==> src/rtl/timer_period_meter.sv <==
// timer_period_meter
// Counts clk cycles between two consecutive rising edges of event_in and
// reports the interval with a one-cycle valid pulse. Supports single-shot or
// continuous operation, abort, and saturation at MAX_COUNT (overflow).
//
// Handshake: valid is a registered one-cycle strobe; period/overflow are
// registered and hold their value until the next valid. There is no ready:
// the consumer must capture period/overflow on the cycle valid is high
// (they stay stable afterwards until the next result anyway).

module timer_period_meter #(
  parameter int MAX_COUNT  = 1023,
  parameter bit CONTINUOUS = 1'b0,
  localparam int CW        = $clog2(MAX_COUNT + 1)
) (
  input  logic          clk,
  input  logic          reset_n,
  input  logic          start,
  input  logic          abort,
  input  logic          event_in,
  output logic          busy,
  output logic [CW-1:0] period,
  output logic          valid,
  output logic          overflow,
  output logic [1:0]    dbg_state
);

  typedef enum logic [1:0] {
    IDLE    = 2'd0,
    ARM     = 2'd1,
    MEASURE = 2'd2
  } state_t;

  localparam logic [CW-1:0] MAX_C = CW'(MAX_COUNT);
  localparam logic [CW-1:0] ONE_C = CW'(1);

  state_t        state_q;
  logic [CW-1:0] cnt_q;
  logic          ev_q;
  logic [CW-1:0] period_q;
  logic          valid_q;
  logic          overflow_q;
  logic          rise;

  // A held-high level gives exactly one rise because ev_q follows event_in.
  assign rise = event_in & ~ev_q;

  // Edge-detect register plus measurement FSM with registered results.
  always_ff @(posedge clk) begin
    if (!reset_n) begin
      state_q    <= IDLE;
      cnt_q      <= '0;
      ev_q       <= 1'b0;
      period_q   <= '0;
      valid_q    <= 1'b0;
      overflow_q <= 1'b0;
    end else begin
      ev_q    <= event_in;
      valid_q <= 1'b0;
      case (state_q)
        IDLE: begin
          // abort beats start; rises are ignored while idle
          if (start && !abort) state_q <= ARM;
        end
        ARM: begin
          if (abort) begin
            state_q <= IDLE;
          end else if (rise) begin
            state_q <= MEASURE;
            cnt_q   <= ONE_C;
          end
        end
        MEASURE: begin
          if (abort) begin
            state_q <= IDLE;
          end else if (rise) begin
            period_q   <= cnt_q;
            overflow_q <= 1'b0;
            valid_q    <= 1'b1;
            if (CONTINUOUS) cnt_q <= ONE_C;
            else            state_q <= IDLE;
          end else if (cnt_q == MAX_C) begin
            // saturate: report MAX_COUNT flagged as overflow, never wrap
            period_q   <= MAX_C;
            overflow_q <= 1'b1;
            valid_q    <= 1'b1;
            state_q    <= IDLE;
          end else begin
            cnt_q <= cnt_q + ONE_C;
          end
        end
        default: state_q <= IDLE;
      endcase
    end
  end

  assign busy      = (state_q != IDLE);
  assign period    = period_q;
  assign valid     = valid_q;
  assign overflow  = overflow_q;
  assign dbg_state = state_q;

endmodule

==> config.mk <==
export PLATFORM = sky130hd
export DESIGN_NAME = timer_period_meter
export DESIGN_NICKNAME = d
export VERILOG_FILES = /design/src/rtl/timer_period_meter.sv
export SDC_FILE = /design/constraint.sdc
export NUM_CORES = 1
export LEC_CHECK = 0
export CORE_MARGIN = 1.5
export CORE_UTILIZATION = 45
export CTS_BUF_LIST = sky130_fd_sc_hd__clkbuf_8 sky130_fd_sc_hd__clkbuf_16
export DETAILED_ROUTE_END_ITERATION = 8
export DONT_BUFFER_PORTS = 1
export SLEW_MARGIN = 0
export SYNTH_ARGS = -nofsm -noshare
export SYNTH_HDL_FRONTEND = slang
export SYNTH_SLANG_ARGS = --single-unit
==> constraint.sdc <==
create_clock -name clk -period 1.6 [get_ports clk]
set_input_delay 0.24 -clock clk [delete_from_list [all_inputs] [get_ports clk]]
set_output_delay 0.24 -clock clk [all_outputs]
set_load 0.02 [all_outputs]
==> key figures, run 1 <==
Timing
  – RSZ-0062 raised after global routing: true
  – Hold Fails Final Rpt: 0
  – Layout Skew: 0.00683 ns
  – Setup TNS: 0 ns
  – Worst slew margin: 74.6%
  – Fmax: 0.637 GHz
  – Final worst path period share: 98.1%
  – Min Clock Period, post-route: 1.57 ns
  – Final setup fails: 0
  – Slew Limit Fails: 0
  – Slew @ Worst Pin: 0.378 ns

Floorplanning
  – Initial cell density of the core: 46.8%
  – IO Count: 20
  – Core ar.: 0.00243 sq mm
  – Die Ht: 53.3 microns
  – Row count: 18
  – DIE AREA: 0.00284 sq mm
  – Die X: 53.3 microns

Cells and area
  – Synthesis-to-layout area growth: 16.7%
  – Most common cell after layout, fill and taps aside: dfxtp_1
  – Most frequent cells in the layout: 21 x dfxtp_1, 14 x buf_4, 10 x o221a_1, 9 x nand2_1
  – Fin util: 54.6%
  – Antenna Cells: 0
  – Nets@finish: 135
  – Share of cells above drive strength 1: 23.4%

Power
  – Peak supply drop: 0.000401 V
  – Pwr Total: 1.05 mW
  – Leak pwr: 0.472 nW
  – Cell Pwr Density: 788 mW/mm^2

Yosys
  – Unique cell type count in the Yosys netlist: 39
  – Number of synthesized register bits: 25
  – Mapped Nets: 122
  – Ys async rst share: 0%
  – Cells after Synth: 116
  – Area contributors post-synth: dfxtp_1 44%, o221a_1 9.9%, nand2_1 3.0%, o21a_1 2.6%, a311oi_1 2.3%
  – Area leader, netlist: dfxtp_1
  – Ys flop type: dfxtp_1
  – Post-synthesis sequential area ratio: 44.0%
  – Synth warn: 0
  – Post-Synthesis Cell Area: 0.00114 sq mm
  – Mean area per synthesized cell: 9.80 sq um
  – Synth top area share: 44.0%
  – Post-synth EDFFs: 0

Worst setup path
  – R2r startpoint: cnt_q[1]$_SDFFE_PN0P_
  – CP startpoint kind: flip-flop
  – Crit path max fanout: 12
  – Delay of the slowest critical-path stage: 0.36 ns
  – CP startpoint: cnt_q[1]$_SDFFE_PN0P_
  – Required time worst endpoint: 1.81 ns
  – Crit-path cells: ha_4, and4_4, nand4_1, a211oi_2, buf_6, o221a_1
  – Worst setup EP type: flip-flop
  – Crit Path Category: flip-flop to flip-flop
  – Critical Path AT: 1.78 ns
  – Worst path slowest cell: dfxtp_2

Global routing
  – Vias in the first global route: 843
  – Initial antenna violation count: 0
  – Largest net degree at the start of global routing: 24
  – Total grt overflow: 0
  – First-pass GRT wire length: 3.91 mm
  – GR Util All Layers: 19.3%

Route
  – Routed Antenna Nets: 0
  – Final WL: 2.58 mm
  – Remaining DRCs: 0
  – Total number of vias: 984
  – Via-to-Cell Ratio: 6.23
  – DRT iter0 DRCs: 37
  – WL/cell: 16.3 microns
  – Initial DRT Pass Iterations: 4

Placed design
  – Buffers on Ports: 0
  – Dpl hpwl: 1.77 mm
  – Final GP Congestion: 0.849

Clocking
  – CTS Buf Count: 3
  – Clock root buffer: clkbuf_8
  – Clk pin slew, worst setup/hold paths: 0.09 ns
  – H-tree depth: 1
  – CTS Sinks: 25
  – CTS hold repair buffers: 0
  – Worst-case clock buffer depth: 2
  – CTS tree: yes
  – Worst skew pair latency: 0.27 ns

Min path
  – Hold Crit Class: input port to flip-flop
  – Hold wc startpoint: reset_n

Run status
  – Status: finished clean

Run
  – Maximum capacitance violations: 0
layer usage:
metal / part of all wire [%] / GRT usage [%] / wire length [microns] / vias up
li1: - / - / - / 476
met1: 47 / 24.9 / 1200 / 466
met2: 46 / 30.7 / 1180 / 38
met3: 6.4 / 5.37 / 164 / 4
met4: 1.1 / 6.41 / 29 / 0
met5: 0 / 0 / 0 / -
cells by family (layout without fill, tap and decap cells):
logic type	Yosys count	after routing	share of synthesized area, %
simple gates	46	46	23.5
compound gates	34	34	26.5
flops	25	25	44.0
buf+inv	9	21	3.96
fa+ha+maj	1	1	1.10
mux	1	1	0.880
Yosys cell counts, drive strengths merged (4+ instances only):
cell type,n
nand2,9
dfxtp,25
o21a,4
nand4,4
and2,4
o221a,10
nor3,4
buf,4
nand3,5
nor2,4
a211oi,4
a31oi,4
cell type report:
class	count	area [sq um]
clock buffer	3	41.3
clock inverter	1	7.51
fill	218	1100
inverter	2	7.51
multi-input combinational	82	612
sequential	25	505
tap	30	37.5
timing repair buffer	15	116
path summary, 6_finish.rpt:
check | depth (start not counted) | slack [ns] | end
setup / recovery | 6 | 0.03 | period[7]$_SDFFE_PN0P_
hold / removal | 1 | 0.09 | cnt_q[9]$_SDFFE_PN0P_
setup reg to reg | 6 | 0.03 | period[7]$_SDFFE_PN0P_
hold reg to reg | 2 | 0.56 | cnt_q[7]$_SDFFE_PN0P_
what timing repair did:
item                       4_1_cts  5_1_grt
setup buffers                    0        0
resized for setup                0        4
setup endpoints to repair        0       14
metrics by stage:
stage | setup WS, ns | cell area, sq um | hold WS [ns] | std cells
CTS | 0.00347 | 1310 | 0.0841 | 158
floorplan | 0.0145 | 1140 | 0.362 | 116
global placement | 0.0803 | 1260 | 0.360 | 154
detailed placement | 0.0322 | 1260 | 0.364 | 154
finish | 0.0299 | 1330 | 0.0878 | 158
global route | -0.0408 | 1330 | 0.0808 | 158
power breakdown:
group | switching [mW] | internal [mW] | leakage, nW
Clock | 0.205 | 0.176 | 0.0217
Sequential | 0.00368 | 0.626 | 0.204
Combinational | 0.0206 | 0.0145 | 0.246
registers in the layout, indices dropped and copies added, names as in the netlist:
name       cells
cnt_q         10
dbg_state      2
ev_q           1
overflow       1
period        10
valid          1
worst max-delay path, delay by kind of cell (launching register included):
| family | cells | cell delay [ns] |
|---|---|---|
| buffers and inverters | 1 | 0.18 |
| AO/OA/AOI/OAI | 2 | 0.41 |
| adder cells (fa/ha/maj) | 1 | 0.13 |
| AND/OR/NAND/NOR | 2 | 0.42 |
| flip-flops | 1 | 0.36 |
(Power assumes the default switching activity.)
==> run 2: changes to the inputs <==
TNS_END_PERCENT = 10   (was default)
==> key figures, run 2 (same netlist as run 1, synthesis figures left out) <==
Run status
  – Status: finished clean

Power
  – Int Pwr: 817 uW
  – Register share of total power: 59.7%
  – Cell Pwr Density: 803 mW/mm^2
  – Clk network pwr share: 37.0%
  – Peak supply drop: 0.000537 V
  – NetSw: 238 uW
  – Combinational share of power: 3.3%
  – Switching share of power: 22.6%
  – Pwr Total: 1.06 mW
  – Leak pwr: 0.467 nW

Cells and area
  – Post-route insts no fill: 157
  – Filler Cells Inserted: 231
  – Nets@finish: 134
  – Synthesis-to-layout area growth: 15.6%
  – Share of cells above drive strength 1: 23.6%
  – Most frequent cells in the layout: 20 x dfxtp_1, 13 x buf_4, 10 x o221a_1, 9 x nand2_1, 5 x dfxtp_2
  – Fin util: 54.1%
  – Antenna Cells: 0
  – Most common cell after layout, fill and taps aside: dfxtp_1
  – Design area: 0.00132 sq mm

Route
  – Total number of vias: 982
  – Via-to-Cell Ratio: 6.25
  – Remaining DRCs: 0
  – Final WL: 2.60 mm
  – Initial DRT Pass Iterations: 4
  – WL/cell: 16.6 microns
  – Routed Antenna Nets: 0
  – DRT iter0 DRCs: 37

Floorplanning
  – Die X: 53.3 microns
  – Initial cell density of the core: 46.8%
  – Die Ht: 53.3 microns
  – Row count: 18
  – DIE AREA: 0.00284 sq mm
  – Core ar.: 0.00243 sq mm
  – IO Count: 20

Timing
  – RSZ-0062 raised after global routing: true
  – Fmax: 0.635 GHz
  – Layout Skew: 0.00510 ns
  – Min Clock Period, post-route: 1.57 ns
  – Slew Limit Fails: 0
  – Slew @ Worst Pin: 0.379 ns
  – Final worst path period share: 98.4%
  – Final setup fails: 0
  – Setup TNS: 0 ns
  – Worst slew margin: 74.8%
  – Setup WS post-layout: 0.0260 ns
  – Hold Fails Final Rpt: 0
  – Hold Worst Slack: 0.0809 ns

Global routing
  – Largest net degree at the start of global routing: 24
  – GR Util All Layers: 20.1%
  – Initial antenna violation count: 0
  – Total grt overflow: 0
  – First-pass GRT wire length: 4.05 mm
  – Vias in the first global route: 878

Clocking
  – Worst-case clock buffer depth: 2
  – Clock root buffer: clkbuf_8
  – CTS Sinks: 25
  – Postcts setup bufs: 0
  – CTS hold repair buffers: 0
  – CTS resizes: 0
  – H-tree depth: 1
  – Clk pin slew, worst setup/hold paths: 0.09 ns
  – CTS Buf Count: 3
  – CTS tree: yes
  – Worst skew pair latency: 0.27 ns

Worst setup path
  – Required time worst endpoint: 1.82 ns
  – Worst setup EP type: flip-flop
  – Critical Path AT: 1.79 ns
  – Crit Path Category: flip-flop to flip-flop
  – Crit path max fanout: 12
  – CP startpoint kind: flip-flop

Placed design
  – Dpl hpwl: 1.79 mm
  – Final GP Congestion: 0.905
  – Inst Count DP: 153
  – Area of placed instances: 0.00125 sq mm
  – Worst slack, placed: 0.0227 ns
  – Buffers on Ports: 0

Min path
  – Hold Crit Class: input port to flip-flop

Run
  – Maximum capacitance violations: 0
==> run 2: cell types whose count changed in the layout (fill, tap and decap cells not counted) <==
| cell | delta |
|---|---|
| a21o_2 | +1 |
| a21o_4 | -1 |
| buf_4 | -1 |
| dfxtp_1 | -1 |
| dfxtp_2 | +1 |
==> run 2: power groups by stage <==
stage               registers [mW]  clock network (mW)  logic [mW]
global placement             0.644                   0      0.0343
detailed placement           0.644                   0      0.0341
floorplan                    0.647                   0      0.0282
global route                 0.631               0.422      0.0379
CTS                          0.630               0.397      0.0342
finish                       0.630               0.391      0.0346
==> run 2: final timing paths <==
kind	from	endpoint	cells after the start	slack [ns]
worst max register to register	cnt_q[1]$_SDFFE_PN0P_	period[6]$_SDFFE_PN0P_	6	0.03
worst max-delay path	cnt_q[1]$_SDFFE_PN0P_	period[6]$_SDFFE_PN0P_	6	0.03
worst min register to register	cnt_q[6]$_SDFFE_PN0P_	cnt_q[6]$_SDFFE_PN0P_	1	0.53
worst min-delay path	event_in	ev_q$_SDFF_PN0_	1	0.08
==> run 2: layout make-up <==
type                       count  area [sq um]  share of cell area, %
multi-input combinational     82           606                   46.1
tap                           30          37.5                   2.85
clock inverter                 1          7.51                  0.571
inverter                       2          7.51                  0.571
timing repair buffer          14           109                   8.28
clock buffer                   3          41.3                   3.14
sequential                    25           507                   38.5
==> run 2: routing by layer <==
layer  routed length, microns  track usage (%)  vias to the layer above
met1                     1190             27.2                      468
met2                     1210             29.4                       39
li1                         -                -                      471
met5                        0                0                        -
met3                      168             5.65                        4
met4                       38             8.97                        0
==> run 2: worst max-delay path, cell delays in order (launching register included) <==
cell and delay (ns):
dfxtp_2 0.37, ha_4 0.14, and4_4 0.26, nand4_1 0.15, a211oi_2 0.24, buf_6 0.18, o221a_1 0.18
==> run 3: changes to the inputs <==
CORE_MARGIN = 10   (was 1.5)
CORE_UTILIZATION = 54   (was 45)
PLACE_DENSITY = 0.72   (was default)
SETUP_SLACK_MARGIN = 0.15   (was default)
==> key figures, run 3 (same netlist as run 1, synthesis figures left out) <==
Global routing
  – Initial antenna violation count: 0
  – Vias in the first global route: 971
  – Total grt overflow: 0
  – Busiest grt layer: met2
  – Grt met2 use: 20.3%
  – Largest net degree at the start of global routing: 24
  – Met1 Use GR: 15.0%
  – GR Util All Layers: 12.9%
  – GR Util met3: 4.92%
  – First-pass GRT wire length: 4.57 mm

Cells and area
  – Synthesis-to-layout area growth: 22.4%
  – Antenna Cells: 0
  – Share of cells above drive strength 1: 30.3%
  – Nets@finish: 139
  – Most frequent cells in the layout: 20 x dfxtp_1, 16 x buf_4, 10 x o221a_1, 9 x nand2_1
  – Fin util: 70.3%
  – Register Area: 514 sq um
  – Most common cell after layout, fill and taps aside: dfxtp_1
  – Area of the multi-input gates: 644 sq um
  – Filler Cells Inserted: 145

Power
  – Switching share of power: 21.0%
  – Combinational share of power: 3.3%
  – Leak pwr: 0.510 nW
  – Cell Pwr Density: 735 mW/mm^2
  – Pwr Total: 1.02 mW
  – Register share of total power: 61.5%
  – NetSw: 215 uW
  – Clk network pwr share: 35.1%
  – Peak supply drop: 0.000501 V
  – Int Pwr: 808 uW

Placed design
  – Buffers on Ports: 0
  – Dpl hpwl: 1.94 mm
  – Worst slack, placed: 0.0748 ns
  – Final GP Congestion: 0.914

Worst setup path
  – Required time worst endpoint: 1.81 ns
  – Worst setup EP type: flip-flop
  – CP startpoint kind: flip-flop
  – Crit Path Category: flip-flop to flip-flop
  – R2r startpoint: cnt_q[1]$_SDFFE_PN0P_
  – Crit-path cells: ha_4, and4_4, nand4_1, a211oi_2, buf_4, buf_4, o221a_1
  – Critical Path AT: 1.86 ns
  – Crit path max fanout: 4
  – CP startpoint: cnt_q[1]$_SDFFE_PN0P_
  – Most used cell along the critical path: buf_4
  – Delay of the slowest critical-path stage: 0.36 ns
  – Worst path slowest cell: dfxtp_4

Clocking
  – Clock root buffer: clkbuf_8
  – Worst skew pair latency: 0.26 ns
  – H-tree depth: 1
  – CTS tree: yes
  – CTS Buf Count: 3
  – Clk pin slew, worst setup/hold paths: 0.08 ns
  – CTS Sinks: 25
  – Worst-case clock buffer depth: 2
  – CTS hold repair buffers: 0

Route
  – Via-to-Cell Ratio: 6.64
  – Total number of vias: 1055
  – Remaining DRCs: 0
  – Routed Antenna Nets: 0
  – Final WL: 3.01 mm
  – Initial DRT Pass Iterations: 4
  – DRT iter0 DRCs: 71
  – WL/cell: 19.0 microns

Floorplanning
  – Die X: 65.9 microns
  – Die Ht: 65.9 microns
  – Row count: 16
  – IO Count: 20
  – Initial cell density of the core: 57.4%
  – Core ar.: 0.00198 sq mm
  – DIE AREA: 0.00434 sq mm

Timing
  – Final worst path period share: 103%
  – Layout Skew: 0.00356 ns
  – Setup WS post-layout: -0.0519 ns
  – Final setup fails: 7
  – Fmax: 0.605 GHz
  – Hold Worst Slack: 0.0906 ns
  – Worst slew margin: 72.3%
  – Hold Fails Final Rpt: 0
  – RSZ-0062 raised after global routing: true
  – Min Clock Period, post-route: 1.65 ns
  – Slew Limit Fails: 0
  – Slew @ Worst Pin: 0.413 ns

Run status
  – Status: finished with violations
  – Failing checks: negative setup slack

Min path
  – Hold wc startpoint: reset_n
  – Hold Crit Class: input port to flip-flop

Run
  – Maximum capacitance violations: 0
[run 3: path summary, 6_finish.rpt]
path	end	slack (ns)	depth (start not counted)
worst max-delay path	period[0]$_SDFFE_PN0P_	-0.05	7
worst min-delay path	cnt_q[9]$_SDFFE_PN0P_	0.09	1
worst max register to register	period[0]$_SDFFE_PN0P_	-0.05	7
worst min register to register	cnt_q[6]$_SDFFE_PN0P_	0.52	1
[run 3: final cells by class]
type,count,area share [%]
Clock inverter,1,0.270
Timing Repair Buffer,19,10.6
Multi-Input combinational cell,82,46.3
Clock buffer,3,2.96
Tap cell,27,2.43
Inverter,2,0.539
Sequential cell,25,36.9
[run 3: worst max-delay path: cells and delay by family, from the launching register on]
family	cells	cell delay, ns
compound gates	2	0.45
simple gates	2	0.38
flops	1	0.36
buf+inv	2	0.28
fa+ha+maj	1	0.13
[run 3: repair_timing]
| action | in CTS | in global routing |
|---|---|---|
| gates resized for setup | 0 | 11 |
| gates cloned | 0 | 1 |
| endpoints found under the setup margin | 17 | 22 |
| pin swaps | 0 | 14 |
| setup buffers | 0 | 5 |
[run 3: metal layers]
| layer | share of wire, % | up-vias |
|---|---|---|
| met5 | 0 | - |
| met4 | 1.8 | 0 |
| li1 | - | 490 |
| met2 | 46 | 56 |
| met1 | 40 | 499 |
| met3 | 12 | 10 |
[run 3: per-stage QoR]
stage	cells	setup TNS, ns	area (sq um)
after floorplan	116	0	1180
after CTS	153	0	1310
final	159	-0.230	1390
after detailed placement	149	0	1260
after global routing	159	-1.13	1390
after global placement	149	0	1260
[run 3: power groups by stage]
stage | Combinational (mW) | Clock [mW] | Sequential [mW]
2_1_floorplan | 0.0295 | 0 | 0.644
3_3_place_gp | 0.0307 | 0 | 0.644
3_5_place_dp | 0.0309 | 0 | 0.644
4_1_cts | 0.0310 | 0.374 | 0.630
5_1_grt | 0.0367 | 0.390 | 0.631
6_report | 0.0341 | 0.359 | 0.630
